**config.mk**
```make
export PLATFORM = sky130hd
export DESIGN_NAME = reg_shift_sequencer
export DESIGN_NICKNAME = d
export VERILOG_FILES = /design/src/rtl/reg_shift_sequencer_pkg.sv /design/src/rtl/reg_shift_sequencer_shift_step.sv /design/src/rtl/reg_shift_sequencer.sv
export SDC_FILE = /design/constraint.sdc
export NUM_CORES = 1
export LEC_CHECK = 0
export BUFFER_PORTS_ARGS = -buffer_cell sky130_fd_sc_hd__buf_4
export CAP_MARGIN = 30
export CELL_PAD_IN_SITES_DETAIL_PLACEMENT = 1
export CELL_PAD_IN_SITES_GLOBAL_PLACEMENT = 1
export CORE_AREA = 2 2 115 117
export DETAILED_ROUTE_END_ITERATION = 10
export DIE_AREA = 0 0 117 119
export GPL_TIMING_DRIVEN = 0
export HOLD_SLACK_MARGIN = 0.1
export MAX_ROUTING_LAYER = met4
export PLACE_DENSITY_LB_ADDON = 0.1
export SKIP_CTS_REPAIR_TIMING = 1
export SLEW_MARGIN = 5
export SYNTH_ARGS = -nofsm -noshare
export SYNTH_HDL_FRONTEND = slang
export SYNTH_HIERARCHICAL = 1
export SYNTH_SLANG_ARGS = --single-unit
```
**constraint.sdc**
```tcl
create_clock -name clk -period 2.9 [get_ports clk]
set_input_delay 0.145 -clock clk [delete_from_list [all_inputs] [get_ports clk]]
set_output_delay 0.145 -clock clk [all_outputs]
set_load 0.03 [all_outputs]
```
**src/rtl/reg_shift_sequencer_pkg.sv**
```systemverilog
// Shared encodings for the register-file shift sequencer.
package reg_shift_pkg;

    // Shift operation selected by the op input
    typedef enum logic [1:0] {
        OP_LSL = 2'b00,
        OP_LSR = 2'b01,
        OP_ASR = 2'b10,
        OP_ROR = 2'b11
    } op_t;

    // Sequencer states
    typedef enum logic [2:0] {
        S_IDLE  = 3'd0,
        S_READ  = 3'd1,
        S_SHIFT = 3'd2,
        S_WRITE = 3'd3,
        S_DONE  = 3'd4
    } state_t;

endpackage

```
**src/rtl/reg_shift_sequencer_shift_step.sv**
```systemverilog
// Combinational single-bit shift/rotate of a WIDTH-bit word.
module shift_step
    import reg_shift_pkg::*;
#(
    parameter int unsigned WIDTH = 32
) (
    input  op_t              op,
    input  logic [WIDTH-1:0] din,
    output logic [WIDTH-1:0] dout
);

    // One-position shift selected by op
    always_comb begin
        dout = din;
        case (op)
            OP_LSL:  dout = {din[WIDTH-2:0], 1'b0};
            OP_LSR:  dout = {1'b0, din[WIDTH-1:1]};
            OP_ASR:  dout = {din[WIDTH-1], din[WIDTH-1:1]};
            OP_ROR:  dout = {din[0], din[WIDTH-1:1]};
            default: dout = din;
        endcase
    end

endmodule

```
**src/rtl/reg_shift_sequencer.sv**
```systemverilog
// Read-modify-write sequencer: reads one register, shifts it one bit per
// cycle, and writes the result back through the register-file write port.
module reg_shift_sequencer
    import reg_shift_pkg::*;
#(
    parameter int unsigned WIDTH = 32,
    parameter int unsigned AW    = 3,
    parameter int unsigned SHW   = 5
) (
    input  logic             clk,
    input  logic             reset_n,
    input  logic             start,
    input  logic [1:0]       op,
    input  logic [AW-1:0]    src_addr,
    input  logic [AW-1:0]    dst_addr,
    input  logic [SHW-1:0]   amount,
    output logic [AW-1:0]    rf_rAddr,
    input  logic [WIDTH-1:0] rf_rData,
    output logic [AW-1:0]    rf_wAddr,
    output logic [WIDTH-1:0] rf_wData,
    output logic             rf_we,
    output logic             busy,
    output logic             done,
    output logic [WIDTH-1:0] result
);

    state_t           state;
    op_t              op_q;
    logic [AW-1:0]    dst_q;
    logic [SHW-1:0]   amt_q;
    logic [SHW-1:0]   cnt;
    logic [WIDTH-1:0] shreg;
    logic [WIDTH-1:0] step_out;

    shift_step #(
        .WIDTH(WIDTH)
    ) u_step (
        .op   (op_q),
        .din  (shreg),
        .dout (step_out)
    );

    // FSM with latched request fields; rf_rAddr doubles as the latched source
    // address, and rf_we/busy/done are registered alongside the state so they
    // depend on state only.
    always_ff @(posedge clk or negedge reset_n) begin
        if (!reset_n) begin
            state    <= S_IDLE;
            op_q     <= OP_LSL;
            dst_q    <= '0;
            amt_q    <= '0;
            cnt      <= '0;
            shreg    <= '0;
            rf_rAddr <= '0;
            rf_wAddr <= '0;
            rf_wData <= '0;
            rf_we    <= 1'b0;
            busy     <= 1'b0;
            done     <= 1'b0;
            result   <= '0;
        end else begin
            case (state)
                S_IDLE: begin
                    if (start) begin
                        op_q     <= op_t'(op);
                        rf_rAddr <= src_addr;
                        dst_q    <= dst_addr;
                        amt_q    <= amount;
                        busy     <= 1'b1;
                        state    <= S_READ;
                    end
                end
                S_READ: begin
                    shreg <= rf_rData;
                    cnt   <= amt_q;
                    if (amt_q == '0) begin
                        rf_we    <= 1'b1;
                        rf_wAddr <= dst_q;
                        rf_wData <= rf_rData;
                        state    <= S_WRITE;
                    end else begin
                        state <= S_SHIFT;
                    end
                end
                S_SHIFT: begin
                    shreg <= step_out;
                    cnt   <= cnt - SHW'(1);
                    // Write data is taken from the final step directly so the
                    // write lands in the cycle right after the last shift.
                    if (cnt == SHW'(1)) begin
                        rf_we    <= 1'b1;
                        rf_wAddr <= dst_q;
                        rf_wData <= step_out;
                        state    <= S_WRITE;
                    end
                end
                S_WRITE: begin
                    rf_we  <= 1'b0;
                    result <= rf_wData;
                    done   <= 1'b1;
                    state  <= S_DONE;
                end
                S_DONE: begin
                    done  <= 1'b0;
                    busy  <= 1'b0;
                    state <= S_IDLE;
                end
                default: begin
                    rf_we <= 1'b0;
                    busy  <= 1'b0;
                    done  <= 1'b0;
                    state <= S_IDLE;
                end
            endcase
        end
    end

endmodule
```
## Word-level counts from Yosys, hierarchy flattened

Cells that the tools add are included.

- $add $sub $neg: 1
- Equality and inequality tests: 11
- Multiplexer cells: 19
- Bitwise operators: 2
- Reductions and logical operators: 12

Operators by type and width:

| operator | number |
|---|---|
| one-hot mux 32 bit (2 select lines) | 2 |
| one-hot mux 32 bit (4 select lines) | 1 |
| 2-to-1 mux 32 bit | 2 |
| 2-to-1 mux 3 bit | 4 |
| one-hot mux 3 bit (4 select lines) | 1 |
| one-hot mux 5 bit (2 select lines) | 1 |
| == test 3 x 2 -> 1 bit, second input constant | 2 |
| != test 2 bit, second input constant | 3 |
| one-hot mux 3 bit (2 select lines) | 1 |
| AND reduction 2 bit | 3 |
| AND reduction 3 bit | 2 |
| OR reduction 3 bit | 2 |
| == test 5 x 1 -> 1 bit, second input constant | 1 |
| logical NOT 5 bit | 1 |
| subtractor 5 x 1 -> 5 bit, second input constant | 1 |
| == test 2 bit, second input constant | 2 |
| 2-to-1 mux 1 bit | 4 |
| one-hot mux 1 bit (2 select lines) | 2 |
| == test 3 x 1 -> 1 bit, second input constant | 1 |
| == test 3 bit, second input constant | 1 |
| logical NOT 3 bit | 1 |
| one-hot mux 1 bit (3 select lines) | 1 |
| == test 2 x 1 -> 1 bit, second input constant | 1 |
| logical NOT 2 bit | 1 |
| 3 further kinds | 4 |

- Flip-flop bits (word level): 123
- Bits of input ports: 48
- Output and inout bits: 73
- Logic and storage cells: 58

## Logic depth before layout (Yosys ltp)

- Word-level depth: 4
- Mapped depth: 8
- Mapped depth without buffers: 6

## Hierarchy

The synthesis kept the hierarchy.

By module, submodules not included:

| module | times used | cells each | area an instance (µm²) | sequential area each (µm²) |
|---|---|---|---|---|
| reg_shift_sequencer | 1 | 439 | 5377.7 | 3078.0 |
| shift_step | 1 | 38 | 518.0 | 0.0 |

## Worst setup path after synthesis

No wires, ideal clock.

- Path type: reg-to-reg
- Start: register cnt[1]
- End: register rf_wAddr[0]
- Setup time: 0.125 ns
- Data arrival time: 1.568 ns
- Data required time: 2.775 ns
- Slack: 1.207 ns
- Cell stages (with the launch flop): 8
- Path buffers: 1
- Clock period less this slack: 1.693 ns
- Cell sequence: dfrtp_1 -> inv_1 -> ha_1 -> nor4b_2 -> a22oi_2 -> or2_1 -> buf_6 -> mux2_4

- Word-level cells in the longest chain between the ends: 3

RTL lines:

| element | RTL line | source |
|---|---|---|
| from (decl) | reg_shift_sequencer.sv:31 | `logic [SHW-1:0] cnt;` |
| from (signal assigned) | reg_shift_sequencer.sv:75 | `cnt <= amt_q;` |
| from (signal assigned) | reg_shift_sequencer.sv:87 | `cnt <= cnt - SHW'(1);` |
| == test 5 x 1 -> 1 bit | reg_shift_sequencer.sv:90 | `if (cnt == SHW'(1)) begin` |
| != test 2 bit (no line) | n/a |  |
| AND reduction 3 bit (no line) | n/a |  |
| to (signal assigned) | reg_shift_sequencer.sv:78 | `rf_wAddr <= dst_q;` |
| to (signal assigned) | reg_shift_sequencer.sv:92 | `rf_wAddr <= dst_q;` |
| to (decl) | reg_shift_sequencer.sv:19 | `output logic [AW-1:0] rf_wAddr,` |

Every way passes these cells.
A chain may end at the register's enable or synchronous reset.

## Worst setup path after layout

- Start: register state[2]
- End: register result[25]

- Word-level cells in the longest chain between the ends: 1

RTL lines:

| element | RTL line | source |
|---|---|---|
| from (decl) | reg_shift_sequencer.sv:27 | `state_t state;` |
| from (signal assigned) | reg_shift_sequencer.sv:48 | `state <= S_IDLE;` |
| from (signal assigned) | reg_shift_sequencer.sv:70 | `state <= S_READ;` |
| from (signal assigned) | reg_shift_sequencer.sv:80 | `state <= S_WRITE;` |
| == test 3 x 2 -> 1 bit | reg_shift_sequencer.sv:62 | `case (state)` |
| to (signal assigned) | reg_shift_sequencer.sv:99 | `result <= rf_wData;` |
| to (decl) | reg_shift_sequencer.sv:24 | `output logic [WIDTH-1:0] result` |

Every way passes these cells.

==> summary.txt <==
Cells and area
  • Final cell count without fillers: 850
  • Post-layout util: between 60% and 70%
  • Synth-to-Final Area Change: 36.9%
  • # nets final: 712
  • Diodes inserted: 0
  • Layout cells sized above 1: 39.6%
  • Finished Cell Area: 8070 um2

GRT
  • Number of global-route vias before repair: 4757
  • Pin count of the biggest net entering global routing: 86
  • Initial antenna violation count: 0
  • GRT Overall Usage: 24.1%
  • First-pass GRT wire length: 24900 um
  • GRT overflow: 0

Synthesis
  • Ys async rst share: 100%
  • Commonest cells post-synth: dfrtp_1 (123), o21ai_0 (67), mux2_2 (45)
  • Leading register cell type out of synthesis: dfrtp_1
  • Seq/Total Area, Yosys: 52.2%
  • Yosys reg bits: 123
  • Largest family of logic cells by synthesized area: multiplexers
  • Average cell area after synthesis: about 12 um2
  • Simple-Gate Fraction of Synth Area: under 10%
  • Post-Syn Area: 5900 um2
  • XOR/XNOR Fraction of Synth Area: 0%
  • Area leader, netlist: dfrtp_1
  • Count of yosys warnings during synthesis: 6
  • Top-count cell post-synth: dfrtp_1
  • Number of flops mapped to enable cells by yosys: 0
  • Synth Area in Compound Gates: between 10% and 20%
  • Adder-cell share of the synthesized area: 0.424%
  • Library cells used by synthesis: 39
  • Area share of the largest cell type after synthesis: 52.2%
  • Largest cells by area after synthesis: dfrtp_1 (52%), mux2_2 (8.6%), mux2_4 (8.1%)
  • Synthesized Nets: 527
  • Mux contribution to synthesized area: 22.7%
  • Gate Count Post-Synth: ~480

Outcome
  • Outcome: complete, no violations

Clock network
  • Num CTS Buffers: 17
  • Htree depth: 4
  • Clock tree buffer depth: 2
  • Root buf cell: clkbuf_16
  • Clk sinks: ~120
  • Reg clk slew, reported paths: 50 ps
  • CTS tree: built
  • Clock latency at the later pin of the worst-skew pair: 410 ps

Power
  • Worst vdd ir: about 620 uV
  • P per Cell Area: 1310 nW/um2
  • Leak: approximately 3.6 nW

Timing
  • Period utilization: 69.5%
  • Final Critical Period: 2020 ps
  • Worst Tran Pin Value: 562 ps
  • Final setup margin: around 880 ps
  • Final setup fails: 0
  • Max-Slew Margin vs Limit: 62.5%
  • Achievable frequency: 496 MHz
  • Final hold vios: 0
  • Final max-slew violation count: 0
  • Setup tns final: 0 ps
  • RSZ-0062 raised after global routing: no
  • Clk_skew: 7.86 ps

Setup path
  • Worst r2r src: state[2]
  • Reg-to-reg critical path endpoint: result[25]
  • Critical Path Start: state[2]
  • Data arrival, critical path: 2310 ps
  • CP required: 3190 ps
  • CP endpoint: result[25]
  • Worst Setup Start Kind: flop
  • Critical-path maximum fanout: 10
  • Crit. End Element: flop
  • Reg-to-reg setup timing slack: between 800 and 900 ps
  • R2r worst-path depth: 5
  • Kind of critical path: flop to flop

Worst hold path
  • HP Class: input pin to flop

Place
  • Area after DPL: 7050 um2
  • Pre-CTS WS: 888 ps
  • Routability cong.: 0.812
  • IO Port Bufs: 120
  • DP Cell Count: 774
  • Post-DP HPWL: roughly 11000 um

Detailed routing
  • DRT Pass-1 Iters: 4
  • Iteration-0 DRC Markers: 188
  • Antenna Nets Post-Route: 0
  • Vias/cell: 5.34
  • Post-Route WL: about 17000 um
  • Routed vias: between 4000 and 5000
  • Per-cell routed wire length: 19.6 um
  • DRC errors left: 0

Die
  • Area of the die: 13900 um2
  • Chip Width: 117 um
  • Die Y: 119 um
  • Starting Density: 45.8%
  • Rows: 42
  • Placeable Area: 12900 um2
  • # IOs: 121

Run
  • # Max-Cap Violations: 0
[through the flow]
| step | hold slack (ps) | power (mW) |
|---|---|---|
| floorplan | -151 | 6.67 |
| global placement | 369 | 8.15 |
| detailed placement | 75.8 | 8.39 |
| CTS | -368 | 10.5 |
| global route | 120 | 11.2 |
| finish | 75.9 | 10.6 |
[state kept, by name (all words and copies together) (netlist names), 5 cells and up]
register and count:
result 32, amt_q 5, rf_wData 32, shreg 32
cnt 5
[cell families after synthesis]
family          after synthesis
fa+ha+maj                     2
flops                       123
simple gates                 57
compound gates              144
buf+inv                      39
mux                         112
[critical path, cell delays in order (launching register included)]
cell,delay (ps)
dfrtp_1,460
buf_4,230
inv_1,110
nand3_1,380
buf_4,340
mux2_2,370
[routing by layer]
metal / global-route usage [%] / part of all wire, %
met1: 29.5 / 42
met2: 39.2 / 53
met3: 5.24 / 3.3
met4: 8.90 / 2.0
met5: - / 0
[report_power, final]
part / total [mW] / internal (mW) / switching, mW
clock network: 2.05 / 1.32 / 0.733
registers: 3.26 / 2.59 / 0.666
logic: 5.24 / 2.33 / 2.91
total: 10.6 / 6.24 / 4.31
[final cells by class]
| class | count | area, um2 |
|---|---|---|
| plain buffers | 35 | 244 |
| clock buffers | 23 | 478 |
| clock inverters | 8 | 92.6 |
| fillers | 1314 | 4810 |
| inverters | 4 | 15.0 |
| multi-input cells | 315 | 2560 |
| flip-flops and latches | 123 | 3080 |
| well taps | 176 | 220 |
| repair buffers | 166 | 1380 |
[how the worst min path moves through the flow]
stage                           start         to  slack, ps  cells past startpoint
after floorplan               reset_n   amt_q[0]       -150                      0
after global placement      amount[3]   amt_q[3]        370                      2
after detailed placement      reset_n  result[2]         80                      1
after CTS                     reset_n  result[2]       -370                      1
after global routing            start   state[0]        120                      3
final                     rf_rData[4]   shreg[4]         80                      3
[placed cells by master, fill, tap and decap left out, types with 3 or more instances in the layout]
| cell type | netlist | layout |
|---|---|---|
| nand3_1 | 3 | 3 |
| inv_1 | 4 | 4 |
| buf_6 | 11 | 12 |
| buf_4 | 6 | 125 |
| nor3b_2 | 3 | 3 |
| mux2i_1 | 34 | 34 |
| clkbuf_1 | 12 | 15 |
| nand2_1 | 36 | 36 |
| mux2_4 | 32 | 32 |
| clkinv_2 | 0 | 5 |
| o21ai_0 | 67 | 67 |
| o21ai_1 | 25 | 25 |
| clkbuf_8 | 0 | 3 |
| buf_2 | 6 | 6 |
| dlygate4sd3_1 | 0 | 45 |
| dfrtp_1 | 123 | 123 |
| clkbuf_16 | 0 | 17 |
| mux2_2 | 45 | 45 |
| o21ai_2 | 9 | 9 |
| a21boi_0 | 32 | 32 |
Power figures use the tool's default switching activity.
